--- config.mk ---
export PLATFORM = sky130hd
export DESIGN_NAME = byte_loader
export DESIGN_NICKNAME = d
export VERILOG_FILES = /design/src/rtl/byte_loader.sv
export SDC_FILE = /design/constraint.sdc
export NUM_CORES = 1
export LEC_CHECK = 0
export BUFFER_PORTS_ARGS = -buffer_cell sky130_fd_sc_hd__buf_2
export CAP_MARGIN = 20
export CORE_UTILIZATION = 49
export DETAILED_ROUTE_END_ITERATION = 10
export HOLD_SLACK_MARGIN = 0.02
export PLACE_DENSITY = 0.71
export SKIP_LAST_GASP = 1
export SYNTH_ARGS = -nofsm -noshare
export SYNTH_HDL_FRONTEND = slang
export SYNTH_SLANG_ARGS = --single-unit
--- constraint.sdc ---
create_clock -name clk -period 1.7 [get_ports clk]
set_input_delay 0 -clock clk [delete_from_list [all_inputs] [get_ports clk]]
set_output_delay 0 -clock clk [all_outputs]
set_load 0.1 [all_outputs]
--- src/rtl/byte_loader.sv ---
// byte_loader: serial-to-parallel front end for the byte memory stage.
// Collects a framed stream of qualified bits into a byte, then holds `store`
// high for STORE_CYCLES cycles with the byte stable on `data`.
// Optional feature: define BYTE_LOADER_PARITY_EN to add an even-parity bit
// after the 8 data bits; a parity failure sets the sticky `frame_err`.
module byte_loader #(
    parameter bit          LSB_FIRST    = 1'b1,
    parameter int unsigned STORE_CYCLES = 2
) (
    input  logic       clk,
    input  logic       rst_n,
    input  logic       start,
    input  logic       bit_in,
    input  logic       bit_valid,
    output logic [7:0] data,
    output logic       store,
    output logic       busy,
    output logic       frame_err,
    output logic [7:0] byte_count
);

`ifdef BYTE_LOADER_PARITY_EN
    typedef enum logic [1:0] {StIdle, StShift, StParity, StStore} state_e;
`else
    typedef enum logic [1:0] {StIdle, StShift, StStore} state_e;
`endif

    // Last value of the STORE cycle counter before returning to idle.
    localparam logic [3:0] StoreLast = 4'(STORE_CYCLES - 1);

    state_e     state_q, state_d;
    logic [7:0] shift_q, shift_d;
    logic [7:0] shift_in;
    logic [3:0] bit_cnt_q, bit_cnt_d;
    logic [3:0] store_cnt_q, store_cnt_d;
    logic [7:0] data_q, data_d;
    logic       store_q, store_d;
    logic [7:0] byte_count_q, byte_count_d;
`ifdef BYTE_LOADER_PARITY_EN
    logic       frame_err_q, frame_err_d;
`endif

    // Shift register value with the current bit inserted; the first bit
    // received ends up in data[0] (LSB first) or data[7] (MSB first).
    assign shift_in = LSB_FIRST ? {bit_in, shift_q[7:1]} : {shift_q[6:0], bit_in};

    // Next-state and datapath updates.
    always_comb begin
        state_d      = state_q;
        shift_d      = shift_q;
        bit_cnt_d    = bit_cnt_q;
        store_cnt_d  = store_cnt_q;
        data_d       = data_q;
        store_d      = store_q;
        byte_count_d = byte_count_q;
`ifdef BYTE_LOADER_PARITY_EN
        frame_err_d  = frame_err_q;
`endif
        unique case (state_q)
            StIdle: begin
                // A bit_valid coinciding with start is deliberately dropped.
                if (start) begin
                    state_d   = StShift;
                    shift_d   = '0;
                    bit_cnt_d = '0;
`ifdef BYTE_LOADER_PARITY_EN
                    frame_err_d = 1'b0;
`endif
                end
            end
            StShift: begin
                if (start) begin
                    // Abort: restart the frame, outputs untouched.
                    shift_d   = '0;
                    bit_cnt_d = '0;
                end else if (bit_valid) begin
                    shift_d   = shift_in;
                    bit_cnt_d = bit_cnt_q + 4'd1;
                    if (bit_cnt_q == 4'd7) begin
`ifdef BYTE_LOADER_PARITY_EN
                        state_d = StParity;
`else
                        state_d      = StStore;
                        data_d       = shift_in;
                        store_d      = 1'b1;
                        byte_count_d = byte_count_q + 8'd1;
                        store_cnt_d  = '0;
                        bit_cnt_d    = '0;
`endif
                    end
                end
            end
`ifdef BYTE_LOADER_PARITY_EN
            StParity: begin
                if (start) begin
                    state_d   = StShift;
                    shift_d   = '0;
                    bit_cnt_d = '0;
                end else if (bit_valid) begin
                    // Even parity: parity bit must equal XOR of the data bits.
                    if ((^shift_q) == bit_in) begin
                        state_d      = StStore;
                        data_d       = shift_q;
                        store_d      = 1'b1;
                        byte_count_d = byte_count_q + 8'd1;
                        store_cnt_d  = '0;
                        bit_cnt_d    = '0;
                    end else begin
                        state_d     = StIdle;
                        frame_err_d = 1'b1;
                    end
                end
            end
`endif
            StStore: begin
                if (store_cnt_q == StoreLast) begin
                    state_d = StIdle;
                    store_d = 1'b0;
                end else begin
                    store_cnt_d = store_cnt_q + 4'd1;
                end
            end
            default: state_d = StIdle;
        endcase
    end

    // State and output registers, asynchronously cleared.
    always_ff @(posedge clk or negedge rst_n) begin
        if (!rst_n) begin
            state_q      <= StIdle;
            shift_q      <= '0;
            bit_cnt_q    <= '0;
            store_cnt_q  <= '0;
            data_q       <= '0;
            store_q      <= 1'b0;
            byte_count_q <= '0;
`ifdef BYTE_LOADER_PARITY_EN
            frame_err_q  <= 1'b0;
`endif
        end else begin
            state_q      <= state_d;
            shift_q      <= shift_d;
            bit_cnt_q    <= bit_cnt_d;
            store_cnt_q  <= store_cnt_d;
            data_q       <= data_d;
            store_q      <= store_d;
            byte_count_q <= byte_count_d;
`ifdef BYTE_LOADER_PARITY_EN
            frame_err_q  <= frame_err_d;
`endif
        end
    end

    assign data       = data_q;
    assign store      = store_q;
    assign busy       = (state_q != StIdle);
    assign byte_count = byte_count_q;
`ifdef BYTE_LOADER_PARITY_EN
    assign frame_err  = frame_err_q;
`else
    assign frame_err  = 1'b0;
`endif

endmodule

==> results.py <==
metrics = {
    "synthesis": {
        "ys_seq_area_share_pct": 55.2,
        "synth_xor_area_share_pct": 5.12,
        "synthMuxAreaShare_pct": 9.18,
        "synth_fa_ha_area_share_pct": 3.25,
        "ys_warn_count": 0,
        "synthCells": 141,
        "synth_compound_area_share_pct": 4.39,
        "yosys.area_share.simple_pct": 19.7,
        "ys_ff_latch": 34,
        "yosys.area.top_type": "dfrtp_1",
        "synth_area_leaders": "dfrtp_1 (55%), mux2_2 (6.6%), nand2_1 (5.8%)",
        "synth_top_area_share_pct": 55.2,
        "synth_cell_types": 31,
        "synth_top_family_by_area": "simple AND/OR/NAND/NOR gates",
        "syn_area_per_cell_um2": 10.9,
        "synth_fp_nets": 150,
        "syn_area_mm2": 0.00154,
    },
    "floorplanning": {
        "io_pins": 24,
        "initial_core_util_pct": 53.5,
        "die_h_um": 58.1,
        "die-area_mm2": 0.00337,
        "row_count": 19,
        "fp.dieW_um": 58.1,
        "fp.coreArea_mm2": 0.00288,
    },
    "setup_path": {
        "timing.critical_path.depth": 5,
        "crit_slowest_cell": "dfrtp_1",
        "critPathRequiredTime_ns": 1.93,
        "crit_end": "data[4]",
        "rrSetupSlack_ns": 0.06,
        "r2r_cells": 5,
        "r2r_start": "bit_cnt_q[0]",
        "path_cells": "ha_2 -> and3b_1 -> and3_1 -> buf_12 -> mux2_2",
        "r2r-end": "data[4]",
        "cp_num_buf_inv": 1,
        "cp-startpoint": "bit_cnt_q[0]",
        "start_kind": "register",
        "cpLargestDelayFamily": "flip-flops",
        "path_max_fanout": 17,
        "max_stage_delay_ns": 0.41,
        "cp-end-kind": "register",
        "path_class": "reg2reg",
        "worstPathArrival_ns": 1.87,
    },
    "detailed_routing": {
        "avgRoutedWirePerCell_um": 13.2,
        "first_pass_iters": 7,
        "drtAntennaViolNets": 0,
        "routed_wl_um": 2870,
        "vias": 1146,
        "route.detailed.drc": 3,
        "drtIter0Drc": 47,
        "vias_per_cell": 5.28,
    },
    "layout": {
        "layout_commonest_cell": "dfrtp_1",
        "layout_common_cells": "dfrtp_1 (31), nand2_1 (24), buf_2 (22)",
        "layout.cells.non_filler": 217,
        "syn_to_final_growth_pct": 18.8,
        "drive_gt1_share_pct": 29.1,
        "num_antenna_cells": 0,
        "fin_nets": 183,
    },
    "status": {
        "violations": "design-rule violations",
        "outcome": "finished, violations left",
    },
    "clock_network": {
        "clk_latency_ns": 0.34,
        "cts_made_buffers": 5,
        "clock-sinks": 34,
        "cts_tree": "yes",
        "path_clk_slew_ns": 0.10,
        "root_buffer": "clkbuf_4",
        "h-tree-depth": 2,
        "cts_max_path_buffers": 2,
    },
    "global_route": {
        "grt_pass1_wl_um": 4930,
        "gr-total-overflow": 0,
        "gr-usage-all-layers_pct": 19.7,
        "antenna_found_initial": 0,
        "grt_pass1_vias": 1113,
        "grt_max_degree": 35,
    },
    "placement": {
        "portBuffers": 22,
        "routabilityCongestion": 0.823,
        "dp_hpwl_um": 1890,
        "place_inst": 204,
    },
    "timing": {
        "finalSetupTns_ns": 0,
        "slew_viol_final": 0,
        "rsz0062_at_grt": "no",
        "setup_violations": 0,
        "hold_violations": 0,
        "max-slew-margin-rel_pct": 51.1,
        "skew_ns": 0.00669,
        "fmax_mhz": 611,
        "min_period_ns": 1.64,
        "tightest_slew_ns": 0.734,
        "fin_crit_sh_pct": 96.2,
    },
    "power_and_ir_drop": {
        "peakVddDrop_v": 0.000499,
        "switching_share_pct": 25.3,
        "combPwrFrac_pct": 7.3,
        "p_switching_uw": 357,
        "p_per_area_mw_per_mm2": 772,
        "pwr-share-seq_pct": 59.2,
        "pwr-share-clk_pct": 33.5,
        "intPower_uw": 1060,
        "leakage_uw": 0.000951,
    },
    "min_path": {
        "hold_path.class": "in2async",
    },
    "run": {
        "maxCapViolCount": 0,
    },
}
-- cell usage after synthesis, drive strengths merged --
library cell / n
a21o: 1
a21oi: 4
a22o: 1
and2: 1
and3: 4
and3b: 1
buf: 3
clkbuf: 3
conb: 1
dfrtp: 34
ha: 4
inv: 2
mux2: 9
mux2i: 4
nand2: 24
nand2b: 1
nand3: 11
nand4: 5
nand4b: 1
nor2: 6
nor2b: 1
nor3: 2
nor3b: 2
o21ai: 3
o31ai: 1
o41ai: 1
or2: 2
xnor2: 8
xor2: 1
-- sequential cells by signal, indices dropped and copies added (netlist names) --
name         flops
data             8
store            1
byte_count       8
shift_q          7
store_cnt_q      4
bit_cnt_q        4
state_q          2
-- cell type report --
cell class,count,area [um2]
fillers,240,1050
flip-flops and latches,34,855
multi-input cells,99,647
repair buffers,32,208
clock buffers,7,55.1
well taps,42,52.6
inverters,2,7.51
clock inverters,1,5.00
-- power groups by stage --
stage,Clock (uW),Sequential (uW),Combinational [uW]
4_1_cts,491,836,99.4
2_1_floorplan,0,862,44.8
6_report,473,836,104
3_3_place_gp,0,850,90.6
3_5_place_dp,0,852,92.1
5_1_grt,524,838,113
-- worst register-to-register path, stage by stage (launching register included) --
cell	delay, ns
dfrtp_1	0.41
ha_2	0.22
and3b_1	0.18
and3_1	0.20
buf_12	0.16
mux2_2	0.34
-- timing repair --
item	CTS	global route
hold buffers	4	0
buffers inserted	0	1
endpoints found under the hold margin	40	0
setup endpoints to repair	0	8
gates resized for setup	0	1
-- through the flow --
| stage | total power (uW) | utilization [%] | area [um2] | hold WS, ns | setup slack [ns] |
|---|---|---|---|---|---|
| 2_1_floorplan | 907 | - | 1540 | -0.296 | 0.00748 |
| 3_3_place_gp | 941 | 59.8 | 1720 | 0.100 | 0.143 |
| 3_5_place_dp | 944 | 59.8 | 1720 | 0.112 | 0.0816 |
| 4_1_cts | 1430 | 63.2 | 1820 | 0.264 | 0.0682 |
| 5_1_grt | 1480 | 63.6 | 1830 | 0.301 | 0.00307 |
| 6_report | 1410 | 63.6 | 1830 | 0.239 | 0.0645 |
-- cell families after synthesis --
kind of cell	after synthesis
and+or+nand+nor	61
DFF	34
muxes	13
AOI/OAI and AO/OA	11
xor gates and xnor gates	9
buffers and inverters	8
adders and majority gates	4
other	1
-- routing by layer --
layer,global-route usage [%],vias to the layer above,share of wire [%]
met2,30.2,31,49
met5,0,-,0
li1,-,547,-
met1,25.4,558,44
met3,7.37,10,4.9
met4,7.82,0,2.1
-- how the worst min path moves through the flow --
stage                endpoint  slack (ns)
3_5_place_dp   store_cnt_q[3]        0.11
5_1_grt         byte_count[4]        0.30
6_report        byte_count[6]        0.24
4_1_cts         byte_count[6]        0.26
2_1_floorplan    bit_cnt_q[0]       -0.30
3_3_place_gp   store_cnt_q[2]        0.10
Note: power is estimated with default switching activity, not from simulation.
